[src/rtl/vram_arbiter.sv]
`default_nettype none
// ============================================================================
// Module   : vram_arbiter
// Purpose  : Single-port VRAM sharing between ULA video fetch (fixed priority)
//            and CPU accesses that are stretched with cpuWait.
// Revision : 1.0
// ============================================================================
module vram_arbiter #(
  parameter int AW = 14,
  parameter int DW = 8,
  parameter int CW = 4
) (
  input  logic          clock,
  input  logic          reset,
  input  logic          vidReq,
  input  logic [AW-1:0] vidAddr,
  output logic [DW-1:0] vidData,
  output logic          vidValid,
  input  logic          cpuReq,
  input  logic          cpuWr,
  input  logic [AW-1:0] cpuAddr,
  input  logic [DW-1:0] cpuDi,
  output logic [DW-1:0] cpuDo,
  output logic          cpuAck,
  output logic          cpuWait,
  output logic [CW-1:0] stallCnt,
  output logic [AW-1:0] memAddr,
  output logic [DW-1:0] memDi,
  output logic          memWe,
  input  logic [DW-1:0] memDo
);

  typedef enum logic [1:0] {
    IDLE = 2'd0,
    ACK  = 2'd1,
    HOLD = 2'd2
  } state_t;

  localparam logic [CW-1:0] c_STALL_MAX = '1;

  state_t        r_state;
  logic          r_vidValid;
  logic          r_cpuAck;
  logic          r_wasRead;
  logic [DW-1:0] r_vidData;
  logic [DW-1:0] r_cpuDo;
  logic [CW-1:0] r_stallCnt;
  logic          w_grant;

  // The CPU owns the port only in an idle cycle that carries no video slot.
  assign w_grant  = (r_state == IDLE) && cpuReq && !vidReq && !reset;

  assign memAddr  = vidReq ? vidAddr : cpuAddr;
  assign memDi    = cpuDi;
  assign memWe    = w_grant && cpuWr;
  assign cpuWait  = cpuReq && (r_state == IDLE);

  assign vidValid = r_vidValid;
  assign cpuAck   = r_cpuAck;
  assign stallCnt = r_stallCnt;

  // RAM data arrives one cycle after the address, so it is forwarded straight
  // through while the strobe is high and held in a register afterwards.
  assign vidData  = r_vidValid ? memDo : r_vidData;
  assign cpuDo    = (r_cpuAck && r_wasRead) ? memDo : r_cpuDo;

  always_ff @(posedge clock) begin
    if (reset) begin
      r_state    <= IDLE;
      r_vidValid <= 1'b0;
      r_cpuAck   <= 1'b0;
      r_wasRead  <= 1'b0;
      r_vidData  <= '0;
      r_cpuDo    <= '0;
      r_stallCnt <= '0;
    end else begin
      r_vidValid <= vidReq;
      r_cpuAck   <= 1'b0;
      if (r_vidValid) begin
        r_vidData <= memDo;
      end
      case (r_state)
        IDLE: begin
          if (!cpuReq) begin
            r_stallCnt <= '0;
          end else if (vidReq) begin
            if (r_stallCnt != c_STALL_MAX) begin
              r_stallCnt <= r_stallCnt + 1'b1;
            end
          end else begin
            r_cpuAck  <= 1'b1;
            r_wasRead <= !cpuWr;
            r_state   <= ACK;
          end
        end
        ACK: begin
          if (r_wasRead) begin
            r_cpuDo <= memDo;
          end
          r_stallCnt <= '0;
          r_state    <= HOLD;
        end
        HOLD: begin
          // One access per request: wait for the CPU to release before rearming.
          if (!cpuReq) begin
            r_state <= IDLE;
          end
        end
        default: r_state <= IDLE;
      endcase
    end
  end

endmodule
`default_nettype wire

[config.mk]
export PLATFORM = sky130hd
export DESIGN_NAME = vram_arbiter
export DESIGN_NICKNAME = d
export VERILOG_FILES = /design/src/rtl/vram_arbiter.sv
export SDC_FILE = /design/constraint.sdc
export NUM_CORES = 1
export LEC_CHECK = 0
export ABC_CLOCK_PERIOD_IN_PS = 2120
export CELL_PAD_IN_SITES_DETAIL_PLACEMENT = 1
export CELL_PAD_IN_SITES_GLOBAL_PLACEMENT = 1
export CORE_UTILIZATION = 43
export DETAILED_ROUTE_END_ITERATION = 6
export DONT_BUFFER_PORTS = 1
export PLACE_DENSITY = 0.85
export SETUP_SLACK_MARGIN = 0.1
export SYNTH_ARGS = -nofsm -noshare
export SYNTH_HDL_FRONTEND = slang
export SYNTH_SLANG_ARGS = --single-unit
export TNS_END_PERCENT = 20
[constraint.sdc]
create_clock -name clock -period 2.12 [get_ports clock]
set_clock_uncertainty 0.15 [all_clocks]
set_input_delay 0.318 -clock clock [delete_from_list [all_inputs] [get_ports clock]]
set_output_delay 0.318 -clock clock [all_outputs]
set_load 0.02 [all_outputs]
Word-level counts from Yosys, hierarchy flattened
Index checks and enable logic that the tools add are counted.

Shift operators: 0. Multiplexer cells: 12. Reductions and logical operators: 15. Magnitude comparators: 0. Multipliers: 0. Bitwise operators: 3. Add/sub/neg operators: 1. Divide/modulo/power cells: 0. Equality and inequality tests: 8.

Operator list (number): 2-to-1 mux 8 bit (2); 2-to-1 mux 14 bit (1); 2-to-1 mux 4 bit (3); AND reduction 3 bit (3); one-hot mux 4 bit (2 select lines) (1); 2-to-1 mux 2 bit (3); != test 2 bit (second input constant) (3); one-hot mux 2 bit (3 select lines) (1); logical AND 1 bit (5); adder 4 x 1 -> 4 bit (second input constant) (1); != test 4 bit (second input constant) (1); logical NOT 1 bit (3); != test 3 x 2 -> 1 bit (second input constant) (1); != test 3 bit (second input constant) (1); inverter 1 bit (3); OR reduction 3 bit (1); equality test 2 x 1 -> 1 bit (second input constant) (1); equality test 2 bit (second input constant) (1); logical NOT 2 bit (1); AND reduction 2 bit (1); nonzero test 2 bit (1); 2-to-1 mux 1 bit (1).

RAM bits: 0. Input bits: 49. Latch bits: 0. Output and inout port bits: 46. Memory bits (read-only): 0. Logic and storage cells: 46. Memories: 0. Register bits: 25.

Logic depth before layout (Yosys ltp)
Gate-level depths: netlist (run 1).

Depth in word-level cells: 5. Mapped depth: 5. Mapped depth without buffers: 5.

Least setup slack after synthesis (run 1)
OpenSTA, ideal clock, no wires.

Path type: flip-flop to flip-flop. From: register r_stallCnt[0] (netlist: stallCnt[0]). To: register r_stallCnt[0] (netlist: stallCnt[0]). Arrival time: 1536 ps. Path slack: 365 ps. Cell stages (with the launch flop): 6. Library setup time: 70 ps. Data required time: 1900 ps. Clock period less this slack: 1755 ps. Buffers on the path: 0. Cells stage by stage: dfxtp_1 ha_1 and3_4 a211o_1 or3_1 a21oi_1.

Cells in the longest elaborated chain, start to end: 5. Elaborated cells on any way between the ends: 8. Classes of those cells: 1 x add/sub; 2 x eq/ne; 4 x mux; 1 x reduce/logical.

Ends and longest elaborated chain: start: declaration (RTL line 47) `logic [CW-1:0] r_stallCnt;`; start signal: assignment (RTL line 88) `r_stallCnt <= r_stallCnt + 1'b1;`; adder 4 x 1 -> 4 bit (RTL line 88); 2-to-1 mux 4 bit (RTL line 87) `if (r_stallCnt != c_STALL_MAX) begin`; 2-to-1 mux 4 bit (RTL line 86) `end else if (vidReq) begin`; 2-to-1 mux 4 bit (RTL line 84) `if (!cpuReq) begin`; one-hot mux 4 bit (2 select lines) (RTL line 82) `case (r_state)`.

Parallel ways exist; a longest one is shown, timed or not. The select of a mux whose other input is x is not followed. A chain may end at the register's enable or synchronous reset.

Worst setup path after layout (run 1)
Ends and elaborated chain as after synthesis.

==> results of run 1 <==
worst paths after layout:
| kind | from | endpoint | slack, ps |
|---|---|---|---|
| worst max-delay path | stallCnt[0] | stallCnt[0] | 190 |
| worst min-delay path | memDo[6] | r_cpuDo[6] | 2 |
| worst max register to register | stallCnt[0] | stallCnt[0] | 190 |
| worst min register to register | r_cpuDo[4] | r_cpuDo[4] | 360 |
metal layers:
| layer | global-route usage | part of all wire |
|---|---|---|
| met5 | 0 | 0 |
| met4 | 0.07143 | 0.0083 |
| met1 | 0.2047 | 0.37 |
| met2 | 0.3711 | 0.55 |
| met3 | 0.02232 | 0.067 |
kinds of logic after synthesis:
logic type,after synthesis,synth area share
AO/OA/AOI/OAI,10,0.05268
adder cells (fa/ha/maj),1,0.009241
buffers and inverters,16,0.08040
flip-flops,25,0.3697
multiplexers,38,0.3087
AND/OR/NAND/NOR,41,0.1793
cells in the mapped netlist (all sizes together) (3+ instances only):
library cell	n
nor2b	4
a21oi	3
dfxtp	25
buf	13
mux2i	8
nand2	5
mux2	30
nor2	9
and2	8
report_power, final:
group | internal (mW) | switching, mW | total [mW]
combinational | 0.0689 | 0.0904 | 0.159
sequential | 0.486 | 0.0182 | 0.504
clock | 0.0704 | 0.143 | 0.213
timing repair:
item                                    4_1_cts  5_1_grt
endpoints found under the hold margin        17        0
gates resized for setup                       1        1
endpoints found under the setup margin        2        2
pin swaps                                     0        0
hold buffers                                 10        0
buffers inserted                              0        0
flip-flops by register name, summed over array words and instances, names as in the netlist:
signal / count
r_cpuDo: 8
r_vidData: 8
stallCnt: 4
r_state: 2
cpuAck: 1
r_wasRead: 1
vidValid: 1
stage by stage:
stage	power [mW]	hold WS (ps)	setup WS, ps
2_1_floorplan	0.6704	252.5	364.7
3_3_place_gp	0.6508	240.2	324.2
3_5_place_dp	0.6568	243.1	221.9
4_1_cts	0.8808	2.706	120.0
5_1_grt	0.9152	1.240	79.81
6_report	0.8763	1.607	191.3
layout make-up:
cell class                      instances  area, sq um  area share
Inverter                                1        3.754    0.002593
Multi-Input combinational cell         90        747.0      0.5160
Clock buffer                            3        22.52     0.01556
Clock inverter                          1        5.005    0.003457
Timing Repair Buffer                   12        115.1     0.07952
Tap cell                               42        52.55     0.03630
Sequential cell                        25        501.7      0.3466
worst register-to-register path, cell delays in order, from the launching register on:
cell and delay, ps:
sky130_fd_sc_hd__dfxtp_1 440, sky130_fd_sc_hd__ha_1 290, sky130_fd_sc_hd__and3_4 200, sky130_fd_sc_hd__a211o_1 350
sky130_fd_sc_hd__or3_1 330, sky130_fd_sc_hd__a21oi_1 120
==> summary.txt, run 1 <==
category of the worst setup path launch point: flip-flop
Synth area leader: sky130_fd_sc_hd__dfxtp_1
reported leakage power: 0.6312 nW
arrival time at the worst endpoint: 2030 ps
Post-Layout Inst Area: 0.001448 sq mm
post-synthesis sequential area ratio: 0.3697
area growth from synthesis to layout: 6.932%
clock input transition at the sequential cells of the worst setup and hold paths: 140 ps
final wirelength: 3239 um
CORE AREA: 0.002877 sq mm
H-tree lvl count: 1
pin count of the biggest net entering global routing: 20
setup_tns: 0 ps
Filler cells: 329
Skew-Pair Late Insertion Delay: 310 ps
post-layout net count: 183
Buffers on Ports: 0
master of the slowest instance on the critical path: sky130_fd_sc_hd__dfxtp_1
highest-count cells in the layout ignoring fill and taps: 30 x sky130_fd_sc_hd__mux2_2, 24 x sky130_fd_sc_hd__dfxtp_1, 10 x sky130_fd_sc_hd__dlygate4sd3_1
Synth Warn #: 0
via count of the routed design: 982
Max stage delay on crit path: 440 ps
x dimension of the die: 58.11 um
Post-synth top flop: sky130_fd_sc_hd__dfxtp_1
detailed-placement wirelength estimate: 2393 um
number of vias per cell: 5.644
final weighted congestion in routability-driven placement: 0.8580
highest fanout seen on the critical path: 5
antenna-violating nets left: 0
synthesized netlist cell count: 131
unrepaired setup endpoints after global routing: true
Worst Setup End Kind: flip-flop
GR Util All Layers: 0.1895
height of the die: 58.11 um
Remaining Overflow, GRT: 0
clock buffer count from CTS: 3
Peak Freq: 518.5 MHz
syn nets: 181
most common cell after layout, fill and taps aside: sky130_fd_sc_hd__mux2_2
type of the tightest min-delay check: input port to flip-flop
initial detailed-routing violation count: 23
post-synthesis instance area: 0.001354 sq mm
mean area per synthesized cell: 10.33 sq um
VDD IR-drop max: 0.2791 mV
master cell of the clock root buffer: sky130_fd_sc_hd__clkbuf_4
post-detailed-route DRC marker count: 0
power per standard cell area: 605.3 mW/mm^2
number of inserted diodes: 0
placed cell area: 0.001316 sq mm
number of register bits inferred by synthesis: 25
leading cell types by total area after synthesis: sky130_fd_sc_hd__dfxtp_1 37%, sky130_fd_sc_hd__mux2_2 25%, sky130_fd_sc_hd__mux2i_1 5.9%
crit path kind: flip-flop to flip-flop
Data required, critical path: 2220 ps
fraction of final layout cells with drive strength greater than 1: 0.3106
maximum root-to-sink buffer count: 2
starting density of the core: 0.4706
number of ports placed on the die boundary: 95
clock tree from TritonCTS: built
number of instances in the placed design: 160
slew at the pin closest to its max-slew limit: 547.8 ps
count of final setup violators: 0
critical path, cell by cell: ha_1 -> and3_4 -> a211o_1 -> or3_1 -> a21oi_1
worst hold path stage count: 2
period utilisation layout: 0.9098
number of enable flip-flop cells after synthesis: 0
Buf/Inv on CP: 0
global-route wire length before repair: 4823 um
path depth of the worst reg2reg path: 5
number of pins with negative max-slew slack in the final report: 0
Fin. Hold Viols: 0
share of the synthesized area in the top cell type: 0.3697
first drt pass iteration count: 4
routed wire length per instance: 18.61 um
max_cap viols: 0
crit-path leading delay family: simple AND/OR/NAND/NOR gates
via count of the first global-routing pass: 1004
final critical delay including setup and external delays: 1929 ps
fin cells: 174
utilization after layout: 0.5033
result of the run: finished, final reports clean
relative slew slack: 0.6337
number of unique standard cell types used by synthesis: 29
total die area: 0.003377 sq mm
Row Count: 19
count of cell instances traversed by the critical path: 5
antenna violations before repair: 0
asr flop ratio synth: 0
Num Clock Sinks: 25
Note: power is estimated with default switching activity, not from simulation.
==> run 2, diff against run 1 <==
--- a/config.mk
+++ b/config.mk
@@ -11,8 +11,10 @@
 export CORE_UTILIZATION = 43
 export DETAILED_ROUTE_END_ITERATION = 6
 export DONT_BUFFER_PORTS = 1
+export GPL_TIMING_DRIVEN = 0
 export PLACE_DENSITY = 0.85
-export SETUP_SLACK_MARGIN = 0.1
+export SETUP_SLACK_MARGIN = 0.4
+export SLEW_MARGIN = 20
 export SYNTH_ARGS = -nofsm -noshare
 export SYNTH_HDL_FRONTEND = slang
 export SYNTH_SLANG_ARGS = --single-unit
==> run 2 against run 1 <==
  * Critical path depth is 2 lower
  * Final area up 17%
  * Via count up 6.9%
  * Count of clock-buffer cells in the layout stayed put
  * Hold slack better by 5.9 ps
  * Fmax increased by 9.8%
  * Cell count is 7.5% higher
  * Wire length grew 12%
  * Sequential power hardly changed
  * Die area is the same
  * Setup slack better by 170 ps
  * Register-to-register slack better by 180 ps
  * Largest power group unchanged
==> summary.txt, run 2 (same netlist as run 1, synthesis figures left out) <==
Buf/Inv on CP: 0
H-tree lvl count: 1
final weighted congestion in routability-driven placement: 0.7582
pin count of the biggest net entering global routing: 16
VDD IR-drop max: 0.2645 mV
master of the slowest instance on the critical path: sky130_fd_sc_hd__dfxtp_4
Skew-Pair Late Insertion Delay: 320 ps
Post-Layout Inst Area: 0.001687 sq mm
slew at the pin closest to its max-slew limit: 484.0 ps
Data required, critical path: 1650 ps
Max stage delay on crit path: 370 ps
final-layout worst hold slack: 7.519 ps
critical path, cell by cell: nand2b_2 -> nor4_4 -> and2_4
antenna-violating nets left: 0
Cell Int Power: 652.8 uW
power per standard cell area: 559.1 mW/mm^2
Worst Setup End Kind: output pin
number of instances in the placed design: 173
post-layout net count: 196
category of the worst setup path launch point: flip-flop
power dissipated by switching net loads: 290.2 uW
number of pins with negative max-slew slack in the final report: 0
crit-path leading delay family: simple AND/OR/NAND/NOR gates
antenna violations before repair: 0
post-detailed-route DRC marker count: 0
fraction of power spent switching nets: 0.3078
x dimension of the die: 58.11 um
Fin. Hold Viols: 0
via count of the routed design: 1050
first drt pass iteration count: 4
Buffers on Ports: 0
pre-CTS setup slack: 292.4 ps
utilization after layout: 0.5863
final critical delay including setup and external delays: 1757 ps
period utilisation layout: 0.8285
number of ports placed on the die boundary: 95
relative contribution of the clock network to total power: 0.234
most common cell after layout, fill and taps aside: sky130_fd_sc_hd__dfxtp_1
fin cells: 187
Peak Freq: 569.3 MHz
reported leakage power: 0.7321 nW
Num Clock Sinks: 25
total die area: 0.003377 sq mm
initial detailed-routing violation count: 12
maximum root-to-sink buffer count: 2
unrepaired setup endpoints after global routing: true
relative slew slack: 0.6774
Row Count: 19
number of inserted diodes: 0
clock tree from TritonCTS: built
GR Util All Layers: 0.2173
via count of the first global-routing pass: 1101
area growth from synthesis to layout: 24.58%
type of the tightest min-delay check: input port to flip-flop
sequential power share: 0.532
starting density of the core: 0.4706
Remaining Overflow, GRT: 0
clock buffer count from CTS: 3
CORE AREA: 0.002877 sq mm
max_cap viols: 0
number of vias per cell: 5.615
arrival time at the worst endpoint: 1290 ps
crit path kind: flip-flop to output pin
fraction of final layout cells with drive strength greater than 1: 0.4759
global-route wire length before repair: 5478 um
slack of the critical path: 363.5 ps
detailed-placement wirelength estimate: 2582 um
count of final setup violators: 0
final wirelength: 3625 um
highest-count cells in the layout ignoring fill and taps: 18 x sky130_fd_sc_hd__dfxtp_1, 16 x sky130_fd_sc_hd__mux2_2, 14 x sky130_fd_sc_hd__mux2_4
height of the die: 58.11 um
highest fanout seen on the critical path: 3
overall power after layout: 943.0 uW
clock input transition at the sequential cells of the worst setup and hold paths: 140 ps
master cell of the clock root buffer: sky130_fd_sc_hd__clkbuf_4
setup_tns: 0 ps
placed cell area: 0.001409 sq mm
result of the run: finished, final reports clean
routed wire length per instance: 19.39 um
relative contribution of combinational cells to total power: 0.234
[run 2: final cells by class]
type	instances	area [sq um]
Fill cell	326	1190
Clock inverter	1	7.507
Clock buffer	3	22.52
Timing Repair Buffer	10	90.09
Inverter	1	3.754
Sequential cell	25	521.8
Multi-Input combinational cell	90	862.1
Tap cell	42	52.55
Buffer	15	126.4
[run 2: metal layers]
layer / vias up / part of all wire / global-route usage
met5: - / 0 / 0
met4: 0 / 0.0097 / 0.07143
met3: 2 / 0.065 / 0.02009
met2: 60 / 0.58 / 0.4450
met1: 503 / 0.34 / 0.2261
li1: 485 / - / -
[run 2: power groups by stage]
stage	sequential, mW	clock (mW)	combinational [mW]
6_report	0.502	0.220	0.221
5_1_grt	0.504	0.246	0.233
4_1_cts	0.502	0.227	0.213
3_5_place_dp	0.511	0	0.182
3_3_place_gp	0.510	0	0.178
2_1_floorplan	0.508	0	0.163
[run 2: worst reg2reg max path, stage by stage, from the launching register on]
cell and delay (ps):
sky130_fd_sc_hd__dfxtp_4 410, sky130_fd_sc_hd__ha_4 180, sky130_fd_sc_hd__and3_4 180, sky130_fd_sc_hd__a211o_1 310, sky130_fd_sc_hd__or3_1 340, sky130_fd_sc_hd__a21oi_2 120
[run 2: timing repair]
item,in CTS,in global routing
pin swaps,4,1
endpoints found under the setup margin,27,20
gates resized for setup,38,3
hold buffers,4,2
hold endpoints to repair,4,2
buffers inserted,3,1
[run 2: worst paths after layout]
kind | start | end | slack (ps) | depth (start not counted)
max | r_state[0] | memWe | 360 | 3
min | memDo[4] | r_cpuDo[4] | 8 | 2
max reg2reg | stallCnt[0] | stallCnt[0] | 370 | 5
min reg2reg | r_cpuDo[6] | r_cpuDo[6] | 390 | 2
